**config.mk**
```make
export PLATFORM = sky130hd
export DESIGN_NAME = ram_read
export DESIGN_NICKNAME = d
export VERILOG_FILES = /design/src/rtl/ram_read.sv
export SDC_FILE = /design/constraint.sdc
export NUM_CORES = 1
export LEC_CHECK = 0
export CAP_MARGIN = 20
export CORE_MARGIN = 1
export CORE_UTILIZATION = 53
export CTS_BUF_LIST = sky130_fd_sc_hd__clkbuf_8
export CTS_CLUSTER_DIAMETER = 50
export DETAILED_ROUTE_END_ITERATION = 10
export PLACE_DENSITY = 0.9
export SYNTH_ARGS = -nofsm -noshare
export SYNTH_HDL_FRONTEND = slang
export SYNTH_SLANG_ARGS = --single-unit
```
**constraint.sdc**
```tcl
create_clock -name clk_memory -period 3.4 [get_ports clk_memory]
set_input_delay 0.68 -clock clk_memory [delete_from_list [all_inputs] [get_ports clk_memory]]
set_output_delay 0.68 -clock clk_memory [all_outputs]
set_load 0.01 [all_outputs]
```
**src/rtl/ram_read.sv**
```systemverilog
// ram_read: AXI4 single-beat byte read initiator with a one-word line buffer invalidated by write snooping.
module ram_read #(
   parameter bit LINE_BUF = 1'b1
) (
   input  logic        clk_memory,
   input  logic        aresetn,
   output logic        ARVALID,
   input  logic        ARREADY,
   output logic [26:0] ARADDR,
   output logic [3:0]  ARCACHE,
   output logic [2:0]  ARPROT,
   output logic [7:0]  ARLEN,
   output logic [1:0]  ARBURST,
   output logic        ARLOCK,
   output logic [3:0]  ARQOS,
   output logic [3:0]  ARREGION,
   output logic [2:0]  ARSIZE,
   input  logic        RVALID,
   output logic        RREADY,
   input  logic [63:0] RDATA,
   input  logic [1:0]  RRESP,
   input  logic        RLAST,
   input  logic [20:0] addr,
   input  logic        en,
   output logic [7:0]  data,
   output logic        ready,
   output logic        data_valid,
   output logic        err,
   input  logic [20:0] snoop_addr,
   input  logic        snoop_write
);
   typedef enum logic [1:0] {IDLE, ADDR, DATA, WAIT} state_t;
   state_t state_q, state_d;
   logic arvalid_q, arvalid_d, rready_q, rready_d, err_q, err_d, line_ok_q, line_ok_d;
   logic [26:0] araddr_q, araddr_d;
   logic [7:0] data_q, data_d;
   logic [63:0] line_q, line_d;
   logic [17:0] tag_q, tag_d;
   logic kill, hit, fill, unused;
   function automatic logic [7:0] lane(input logic [63:0] w, input logic [2:0] b);
      return w[{b, 3'b000} +: 8];
   endfunction
   assign kill = snoop_write && snoop_addr[20:3] == tag_q;
   assign hit = line_ok_q && tag_q == addr[20:3] && !kill;
   assign fill = state_q == DATA && RVALID && rready_q;
   assign unused = &{1'b0, RLAST, snoop_addr[2:0]};
   always_comb begin
      state_d = state_q;
      arvalid_d = arvalid_q;
      rready_d = rready_q;
      araddr_d = araddr_q;
      data_d = data_q;
      err_d = err_q;
      line_d = line_q;
      tag_d = tag_q;
      line_ok_d = line_ok_q;
      case (state_q)
         IDLE: if (en && hit) begin
            data_d = lane(line_q, addr[2:0]);
            state_d = WAIT;
         end else if (en) begin
            araddr_d = {6'b0, addr[20:3], 3'b000};
            arvalid_d = 1'b1;
            state_d = ADDR;
         end
         ADDR: if (arvalid_q && ARREADY) begin
            arvalid_d = 1'b0;
            rready_d = 1'b1;
            state_d = DATA;
         end
         DATA: if (fill) begin
            rready_d = 1'b0;
            line_d = RDATA;
            tag_d = addr[20:3];
            data_d = lane(RDATA, addr[2:0]);
            err_d = RRESP != 2'b00;
            line_ok_d = RRESP == 2'b00 && !(snoop_write && snoop_addr[20:3] == addr[20:3]);
            state_d = WAIT;
         end
         WAIT: state_d = en ? WAIT : IDLE;
         default: state_d = IDLE;
      endcase
      // a snoop hit on the old tag wins over any fill landing on the same edge
      if (kill || !LINE_BUF) line_ok_d = 1'b0;
   end
   always_ff @(posedge clk_memory or negedge aresetn) begin
      if (!aresetn) begin
         state_q <= IDLE;
         arvalid_q <= 1'b0;
         rready_q <= 1'b0;
         araddr_q <= '0;
         data_q <= '0;
         err_q <= 1'b0;
         line_q <= '0;
         tag_q <= '0;
         line_ok_q <= 1'b0;
      end else begin
         state_q <= state_d;
         arvalid_q <= arvalid_d;
         rready_q <= rready_d;
         araddr_q <= araddr_d;
         data_q <= data_d;
         err_q <= err_d;
         line_q <= line_d;
         tag_q <= tag_d;
         line_ok_q <= line_ok_d;
      end
   end
   assign ARVALID = arvalid_q;
   assign RREADY = rready_q;
   assign ARADDR = araddr_q;
   assign ARCACHE = 4'b0011;
   assign ARPROT = 3'b000;
   assign ARLEN = 8'h00;
   assign ARBURST = 2'b01;
   assign ARLOCK = 1'b0;
   assign ARQOS = 4'h0;
   assign ARREGION = 4'h0;
   assign ARSIZE = 3'b011;
   assign data = data_q;
   assign err = err_q;
   assign ready = aresetn && state_q == IDLE;
   assign data_valid = state_q == WAIT;
endmodule

```
==> results of run 1 <==
[cell type report]
type                       instances  area, µm²  share of cell area [%]
clock buffer                      24        330                    4.05
clock inverter                     8        169                    2.07
inverter                           6       22.5                   0.276
multi-input combinational        613       3110                    38.1
sequential                       114       2850                    34.9
tap                              143        179                    2.19
timing repair buffer             153       1500                    18.4
[flip-flops by register name, indices dropped and copies added, names as in the netlist]
signal     count
line_ok_q      1
err            1
ARADDR        18
data           8
line_q        64
ARVALID        1
state_q        2
RREADY         1
tag_q         18
[cell families (layout without fill, tap and decap cells)]
family | count (synthesis) | after routing
other | 2 | 38
flip-flops | 114 | 114
buffers and inverters | 86 | 191
multiplexers | 35 | 35
AND/OR/NAND/NOR | 455 | 455
AO/OA/AOI/OAI | 34 | 34
XOR/XNOR | 51 | 51
[where the power goes]
| part | leakage, nW | internal, mW | switching, mW | total, mW |
|---|---|---|---|---|
| registers | 1.42 | 2.03 | 0.467 | 2.50 |
| clock network | 0.255 | 1.01 | 0.555 | 1.57 |
| logic | 2.07 | 1.14 | 1.23 | 2.37 |
[metrics by stage]
| step | utilization (%) | std cells |
|---|---|---|
| floorplan | - | 813 |
| global placement | 66.9 | 1029 |
| detailed placement | 66.9 | 1029 |
| CTS | 71.2 | 1061 |
| global route | 71.2 | 1061 |
| finish | 71.2 | 1061 |
[routing by layer]
layer / global-route usage, % / part of all wire [%] / vias up
met3: 6.72 / 6.4 / 48
met5: 0 / 0 / -
met2: 45.8 / 49 / 244
met4: 12.1 / 3.0 / 0
li1: - / - / 2695
met1: 36.7 / 42 / 2710
[cells in the mapped netlist, types with 2 or more instances]
cell / number / area, µm²
a21oi_1: 2 / 10.0
a32oi_1: 8 / 70.1
and2_1: 3 / 18.8
buf_1: 9 / 33.8
buf_4: 39 / 293
clkbuf_1: 31 / 116
conb_1: 2 / 7.51
dfrtp_1: 114 / 2850
inv_1: 6 / 22.5
mux2_1: 9 / 101
mux2_2: 17 / 191
mux2i_1: 9 / 90.1
nand2_1: 354 / 1330
nand3_1: 54 / 270
nand4_1: 24 / 150
nor2_1: 5 / 18.8
nor2b_1: 3 / 18.8
nor3_1: 3 / 15.0
nor4_1: 4 / 25.0
o21ai_0: 16 / 80.1
xnor2_1: 35 / 307
xor2_1: 16 / 140
[final timing paths]
check,endpoint,slack [ns],cells past startpoint
hold reg to reg,line_q[11],0.48,2
max in group asynchronous,state_q[0],1.73,3
min in group clk_memory,line_q[11],0.48,2
hold / removal,line_q[53],0.08,1
setup / recovery,ARADDR[11],0.62,8
setup reg to reg,ARADDR[11],0.91,6
[critical path, stage by stage]
cell and delay, ns:
clkdlybuf4s50_1 0.53, xnor2_1 0.15, nand4_1 0.12, nor3_1 0.19, buf_4 0.16, a2111oi_4 0.09, nor2_2 0.75, mux2_2 0.42
==> results.yml, run 1 <==
yosys:
  yosysWarnings: 0
  syn_area_per_cell_um2: 8.09
  synth_seq_area_share_pct: 45.4
  ys_seq_elements: 114
  synth_adder_area_share_pct: 0
  synthDistinctLibCells: 36
  synthArstFlopShare_pct: 100
  synthesis.area_mm2: 0.00628
  synth-compound-area-share_pct: 3.90
  yosys.area_share.simple_pct: 29.9
  synthCells: 777
  synth_mux_area_share_pct: 6.09
  ys.flop_type: "dfrtp_1"
  synth_top_family_by_area: "simple AND/OR/NAND/NOR gates"
  synth_xor_area_share_pct: 7.11
  synth_edf_count: 0
floorplan:
  rows: 39
  die_h_um: 111
  die_area_mm2: 0.0123
  io_pins: 184
  start_util_pct: 54.8
  die_w_um: 111
  core_mm2: 0.0115
placement:
  portBuffers: 141
  hpwl_mm: 11.6
  place_ws_ns: 0.169
  gp_congestion: 0.891
  placed_cell_area_mm2: 0.00767
clock_network:
  cts_inserted_buffers: 17
  cts_tree: "yes"
  cts_setup_buffers: 0
  cts.htree.levels: 4
  cts.clk_slew.worst_paths_ns: 0.07
  cts_resized: 0
  cts.sinks: 114
  ctsRootBufferMaster: "clkbuf_8"
  ctsHoldBuffers: 0
  clk_path_buf_depth: 2
  clk_latency_ns: 0.44
route:
  drc_errors: 0
  vias_per_cell: 5.37
  drt_iter0_markers: 522
  detailedRoute.firstPassIterationCount: 6
  via_count: 5697
  wl_per_cell_um: 15.9
  ant_nets: 0
  postRouteWirelength_mm: 16.9
timing:
  worst_pin_slew_ns: 0.968
  setup_tns_ns: 0
  rsz0062_at_grt: "no"
  fmax_mhz: 360
  skew_ns: 0.0103
  setup_viol: 0
  setup_slack_ns: 0.623
  slew_violations: 0
  slew_headroom_pct: 35.4
  finalHoldViolCount: 0
  period_needed_ns: 2.78
  fin_crit_sh_pct: 81.7
  hold_slack_ns: 0.0796
setup_path:
  end_kind: "flip-flop"
  startpoint_type: "primary input"
  crit_type: "primary input to flip-flop"
  arrival_ns: 3.10
  crit_start: "snoop_addr[10]"
  r2r_start: "tag_q[10]"
  crit_path_max_fanout: 19
  worstPathRequired_ns: 3.72
pwr:
  ir_drop_mv: 0.546
  total_power_mw: 6.43
  p_leak_nw: 3.74
  power.density_mw_per_mm2: 788
final_layout:
  finalNetCount: 1020
  final_cell_mix: "nand2_1, clkdlybuf4s50_1, dfrtp_1, nand3_1, conb_1"
  fillCellCount: 834
  layout-drive-gt1-share_pct: 7.52
  final_common_cell: "nand2_1"
  insertedDiodeCount: 0
  stdcell_area_mm2: 0.00817
  area_growth_pct: 29.9
status:
  outcome: "complete, no violations"
grt:
  grt_pass1_vias: 5574
  grt_max_degree: 83
  grt_usage_pct: 28.4
  grt_overflow: 0
  antenna_found_initial: 0
  grt_pass1_wl_mm: 27.3
min_path:
  hold_path_class: "primary input to asynchronous set/reset pin"
run:
  maxCapViolations: 0
No activity file was read; power rests on OpenSTA's default activity.
==> run 2: changes to the inputs <==
--- a/config.mk
+++ b/config.mk
@@ -7,11 +7,11 @@
 export LEC_CHECK = 0
 export CAP_MARGIN = 20
 export CORE_MARGIN = 1
-export CORE_UTILIZATION = 53
+export CORE_UTILIZATION = 45
 export CTS_BUF_LIST = sky130_fd_sc_hd__clkbuf_8
 export CTS_CLUSTER_DIAMETER = 50
 export DETAILED_ROUTE_END_ITERATION = 10
-export PLACE_DENSITY = 0.9
+export PLACE_DENSITY = 0.82
 export SYNTH_ARGS = -nofsm -noshare
 export SYNTH_HDL_FRONTEND = slang
 export SYNTH_SLANG_ARGS = --single-unit
==> constraint.sdc (replaced) <==
create_clock -name clk_memory -period 2.5 [get_ports clk_memory]
set_input_delay 0.5 -clock clk_memory [delete_from_list [all_inputs] [get_ports clk_memory]]
set_output_delay 0.5 -clock clk_memory [all_outputs]
set_load 0.01 [all_outputs]
==> run 2 against run 1 <==
Compared with the run above:
- sequential power up 36%
- clock-buffer cell count down 4
- final cell count grew 6.0%
- setup slack lost 0.54 ns
- sequential share of layout area decreased by 1.0 points
- via count grew 2.2%
- clock power is 11% higher
- hold slack improved by 0.35 ns
- critical endpoint is now data[4]
- largest power group unchanged
==> results.yml, run 2 (synthesis gave the netlist of run 1 again) <==
timing:
  fmax_mhz: 414
  rsz0062_at_grt: "no"
  slew_headroom_pct: 49.5
  fin_crit_sh_pct: 96.6
  setup_slack_ns: 0.0849
  worst_pin_slew_ns: 0.757
  skew_ns: 0.00988
  period_needed_ns: 2.42
  setup_viol: 0
  slew_violations: 0
  finalHoldViolCount: 0
final_layout:
  insertedDiodeCount: 0
  final_cell_mix: "nand2_1, clkdlybuf4s50_1, dfrtp_1, nand3_1, buf_4"
  final_util_pct: 62.6
  final_cells: 1125
  regMostFlops: "line_q"
  finalNetCount: 1054
  stdcell_area_mm2: 0.00842
  final_common_cell: "nand2_1"
  layout-drive-gt1-share_pct: 10.2
  largest_reg_flops: 64
  area_growth_pct: 33.9
placement:
  gp_congestion: 0.841
  placed_cell_area_mm2: 0.00800
  placed_cells: 1094
  hpwl_mm: 12.2
  portBuffers: 141
  place_ws_ns: -0.434
grt:
  grt_usage_pct: 25.3
  grt_overflow: 0
  grt_pass1_vias: 5696
  antenna_found_initial: 0
  grt_pass1_wl_mm: 28.1
  grt_max_degree: 87
route:
  detailedRoute.firstPassIterationCount: 5
  ant_nets: 0
  vias_per_cell: 5.18
  wl_per_cell_um: 15.5
  drc_errors: 0
  drt_iter0_markers: 539
  postRouteWirelength_mm: 17.4
  via_count: 5822
clock_network:
  cts.sinks: 114
  cts.htree.levels: 4
  cts_tree: "yes"
  clk_latency_ns: 0.44
  cts.clk_slew.worst_paths_ns: 0.06
  clk_path_buf_depth: 2
  ctsRootBufferMaster: "clkbuf_8"
  cts_inserted_buffers: 17
floorplan:
  core_mm2: 0.0135
  start_util_pct: 46.7
  io_pins: 184
  die_area_mm2: 0.0144
  rows: 42
  die_h_um: 120
  die_w_um: 120
pwr:
  ir_drop_mv: 0.573
  power.density_mw_per_mm2: 1000
  p_leak_nw: 3.88
  total_power_mw: 8.44
setup_path:
  crit_type: "primary input to flip-flop"
  crit_path_max_fanout: 8
  worstPathRequired_ns: 2.82
  end_kind: "flip-flop"
  startpoint_type: "primary input"
  arrival_ns: 2.73
run:
  maxCapViolations: 0
min_path:
  hold_path_class: "primary input to asynchronous set/reset pin"
status:
  outcome: "complete, no violations"
run 2: worst paths after layout:
kind | cells after the start | end | slack, ns | start
min | 2 | line_q[20] | 0.43 | aresetn
max reg2reg | 7 | data[4] | 0.17 | tag_q[12]
min reg2reg | 2 | line_q[33] | 0.47 | line_q[33]
max | 8 | data[4] | 0.08 | addr[14]
min in group clk_memory | 2 | line_q[33] | 0.47 | line_q[33]
max in group asynchronous | 3 | ARADDR[9] | 1.11 | aresetn
run 2: per-layer routing:
metal,track usage (%),part of all wire (%),vias to the layer above
met1,33.3,43,2794
met4,10.7,2.5,0
met3,5.99,7.1,31
met2,39.8,48,238
li1,-,-,2759
met5,0,0,-
run 2: critical path, cell delays in order:
cell and delay [ns]:
clkdlybuf4s50_1 0.50, xnor2_1 0.14, nand2_1 0.11, or4_1 0.53, a2111oi_4 0.28, buf_4 0.20, a31oi_4 0.16, mux2_2 0.32
run 2: final cells by class:
type	instances	area, µm²
Inverter	6	22.5
Sequential cell	114	2850
Multi-Input combinational cell	613	3120
Timing Repair Buffer	187	1810
Fill cell	1150	5030
Clock buffer	20	275
Tap cell	176	220
Clock inverter	9	116
run 2: repair_timing:
action                                 4_1_cts  5_1_grt
hold buffers                                 1        0
buffers inserted                             0        1
setup endpoints to repair                    0       11
resized for setup                            0        2
endpoints found under the hold margin        4        0
run 2: where the power goes:
part           switching [mW]  internal [mW]
Combinational            1.67           1.64
Clock                   0.719           1.03
Sequential              0.624           2.76
run 2: through the flow:
| stage | setup TNS (ns) | hold WS [ns] |
|---|---|---|
| floorplan | 0 | 0.204 |
| CTS | 0 | 0.401 |
| finish | 0 | 0.429 |
| global placement | -8.30 | 0.323 |
| detailed placement | -10.11 | 0.325 |
| global route | 0 | 0.421 |
==> run 3: changes to the inputs <==
--- a/config.mk
+++ b/config.mk
@@ -6,12 +6,13 @@
 export NUM_CORES = 1
 export LEC_CHECK = 0
 export CAP_MARGIN = 20
-export CORE_MARGIN = 1
-export CORE_UTILIZATION = 45
+export CORE_MARGIN = 5
+export CORE_UTILIZATION = 53
 export CTS_BUF_LIST = sky130_fd_sc_hd__clkbuf_8
 export CTS_CLUSTER_DIAMETER = 50
 export DETAILED_ROUTE_END_ITERATION = 10
-export PLACE_DENSITY = 0.82
+export PLACE_DENSITY = 0.9
 export SYNTH_ARGS = -nofsm -noshare
 export SYNTH_HDL_FRONTEND = slang
 export SYNTH_SLANG_ARGS = --single-unit
+export TNS_END_PERCENT = 1
==> constraint.sdc (replaced) <==
create_clock -name clk_memory -period 3 [get_ports clk_memory]
set_input_delay 0.6 -clock clk_memory [delete_from_list [all_inputs] [get_ports clk_memory]]
set_output_delay 0.6 -clock clk_memory [all_outputs]
set_load 0.01 [all_outputs]
==> run 3 against run 2 <==
Compared with the run above:
- register-to-register slack improved by 0.28 ns
- design area decreased by 2.0%
- first-iteration DRC count is 51% higher
- die area down 2.1%
- final cell count shrank 4.3%
- sequential power decreased by 17%
- clock power shrank 12%
- sequential cell count unchanged
- via count up 1.6%
==> results.yml, run 3 (synthesis gave the netlist of run 1 again) <==
grt:
  grt_pass1_wl_mm: 29.3
  grt_overflow: 0
  antenna_found_initial: 0
  grt_usage_pct: 25.8
  grt_max_degree: 83
  grt_pass1_vias: 5860
timing:
  period_needed_ns: 2.70
  slew_headroom_pct: 34.6
  setup_viol: 0
  worst_pin_slew_ns: 0.980
  setup_tns_ns: 0
  setup_slack_ns: 0.304
  fin_crit_sh_pct: 89.9
  fmax_mhz: 371
  rsz0062_at_grt: "no"
  skew_ns: 0.0122
  finalHoldViolCount: 0
  slew_violations: 0
placement:
  placed_cells: 1045
  gp_congestion: 0.872
  hpwl_mm: 12.4
  portBuffers: 141
  place_ws_ns: -0.102
clock_network:
  clk_path_buf_depth: 2
  ctsHoldBuffers: 0
  cts.sinks: 114
  cts.htree.levels: 4
  cts.clk_slew.worst_paths_ns: 0.07
  ctsRootBufferMaster: "clkbuf_8"
  cts_resized: 0
  cts_setup_buffers: 0
  cts_inserted_buffers: 17
  cts_tree: "yes"
  clk_latency_ns: 0.43
setup_path:
  rr_endpoint: "data[0]"
  worstPathRequired_ns: 3.31
  max_stage_delay_ns: 0.49
  reg2reg_depth: 6
  cpMaxStageDelayCell: "a2111oi_4"
  startpoint_type: "primary input"
  crit_path_max_fanout: 8
  r2r_start: "tag_q[12]"
  arrival_ns: 3.00
  crit_type: "primary input to flip-flop"
  crit_path_cell_trace: "clkdlybuf4s50_1, xor2_1, nor4_1, nand4_1, a2111oi_4, a31oi_2, mux2_2"
  crit_start: "addr[15]"
  end_kind: "flip-flop"
  r2r_slack_ns: 0.45
status:
  outcome: "complete, no violations"
floorplan:
  rows: 39
  die_w_um: 119
  die_area_mm2: 0.0141
  core_mm2: 0.0115
  die_h_um: 119
  io_pins: 184
  start_util_pct: 54.6
final_layout:
  finalNetCount: 1036
  insertedDiodeCount: 0
  final_cells: 1077
  layout-drive-gt1-share_pct: 8.99
  final_common_cell: "nand2_1"
  final_cell_mix: "nand2_1, clkdlybuf4s50_1, dfrtp_1, nand3_1, conb_1"
  area_growth_pct: 31.2
  regMostFlops: "line_q"
  largest_reg_flops: 64
route:
  vias_per_cell: 5.49
  via_count: 5914
  drt_iter0_markers: 813
  drc_errors: 0
  detailedRoute.firstPassIterationCount: 5
  postRouteWirelength_mm: 18.2
  wl_per_cell_um: 16.9
  ant_nets: 0
run:
  maxCapViolations: 0
pwr:
  power.density_mw_per_mm2: 863
  p_leak_nw: 3.79
  ir_drop_mv: 0.514
min_path:
  hold_path_class: "primary input to asynchronous set/reset pin"
-- run 3: cell types whose count changed in the layout (fill, tap and decap cells not counted), sizes merged --
cell,change
clkinvlp,+2
dlygate4sd3,-1
buf,-17
clkinv,+2
clkbuf,+1
inv,-2
-- run 3: area by class of cell --
class                   instances  area, µm²
fillers                       850       3270
multi-input cells             613       3110
flip-flops and latches        114       2850
repair buffers                169       1660
clock buffers                  21        289
well taps                     143        179
clock inverters                11        134
inverters                       6       22.5
-- run 3: how the worst max path moves through the flow --
stage / endpoint / cells past startpoint
CTS: data[4] / 7
detailed placement: data[3] / 7
floorplan: ARADDR[12] / 7
finish: data[0] / 7
global placement: data[1] / 7
global route: data[5] / 7
-- run 3: through the flow --
stage	hold WS [ns]	area, µm²	utilization [%]	power [mW]
floorplan	0.304	6420	-	4.42
global placement	0.456	7820	67.9	5.41
finish	0.232	8250	71.6	7.12
global route	0.278	8250	71.6	7.60
CTS	0.243	8250	71.6	7.11
detailed placement	0.462	7820	67.9	5.55
-- run 3: routing by layer --
layer	vias to the layer above	wire, µm	GRT usage (%)
met3	51	1540	5.83
met2	347	8790	41.3
li1	2732	-	-
met5	-	0	0
met4	0	570	11.0
met1	2784	7290	33.8
-- run 3: critical path, delay by kind of cell --
| kind | cells | cell delay (ns) |
|---|---|---|
| xor gates and xnor gates | 1 | 0.16 |
| muxes | 1 | 0.35 |
| AOI/OAI and AO/OA | 2 | 0.80 |
| buffers and inverters | 1 | 0.44 |
| and+or+nand+nor | 2 | 0.65 |
-- run 3: where the power goes --
group | switching (mW) | internal (mW) | total (mW)
Sequential | 0.522 | 2.30 | 2.82
Combinational | 1.42 | 1.34 | 2.76
Clock | 0.636 | 0.900 | 1.54
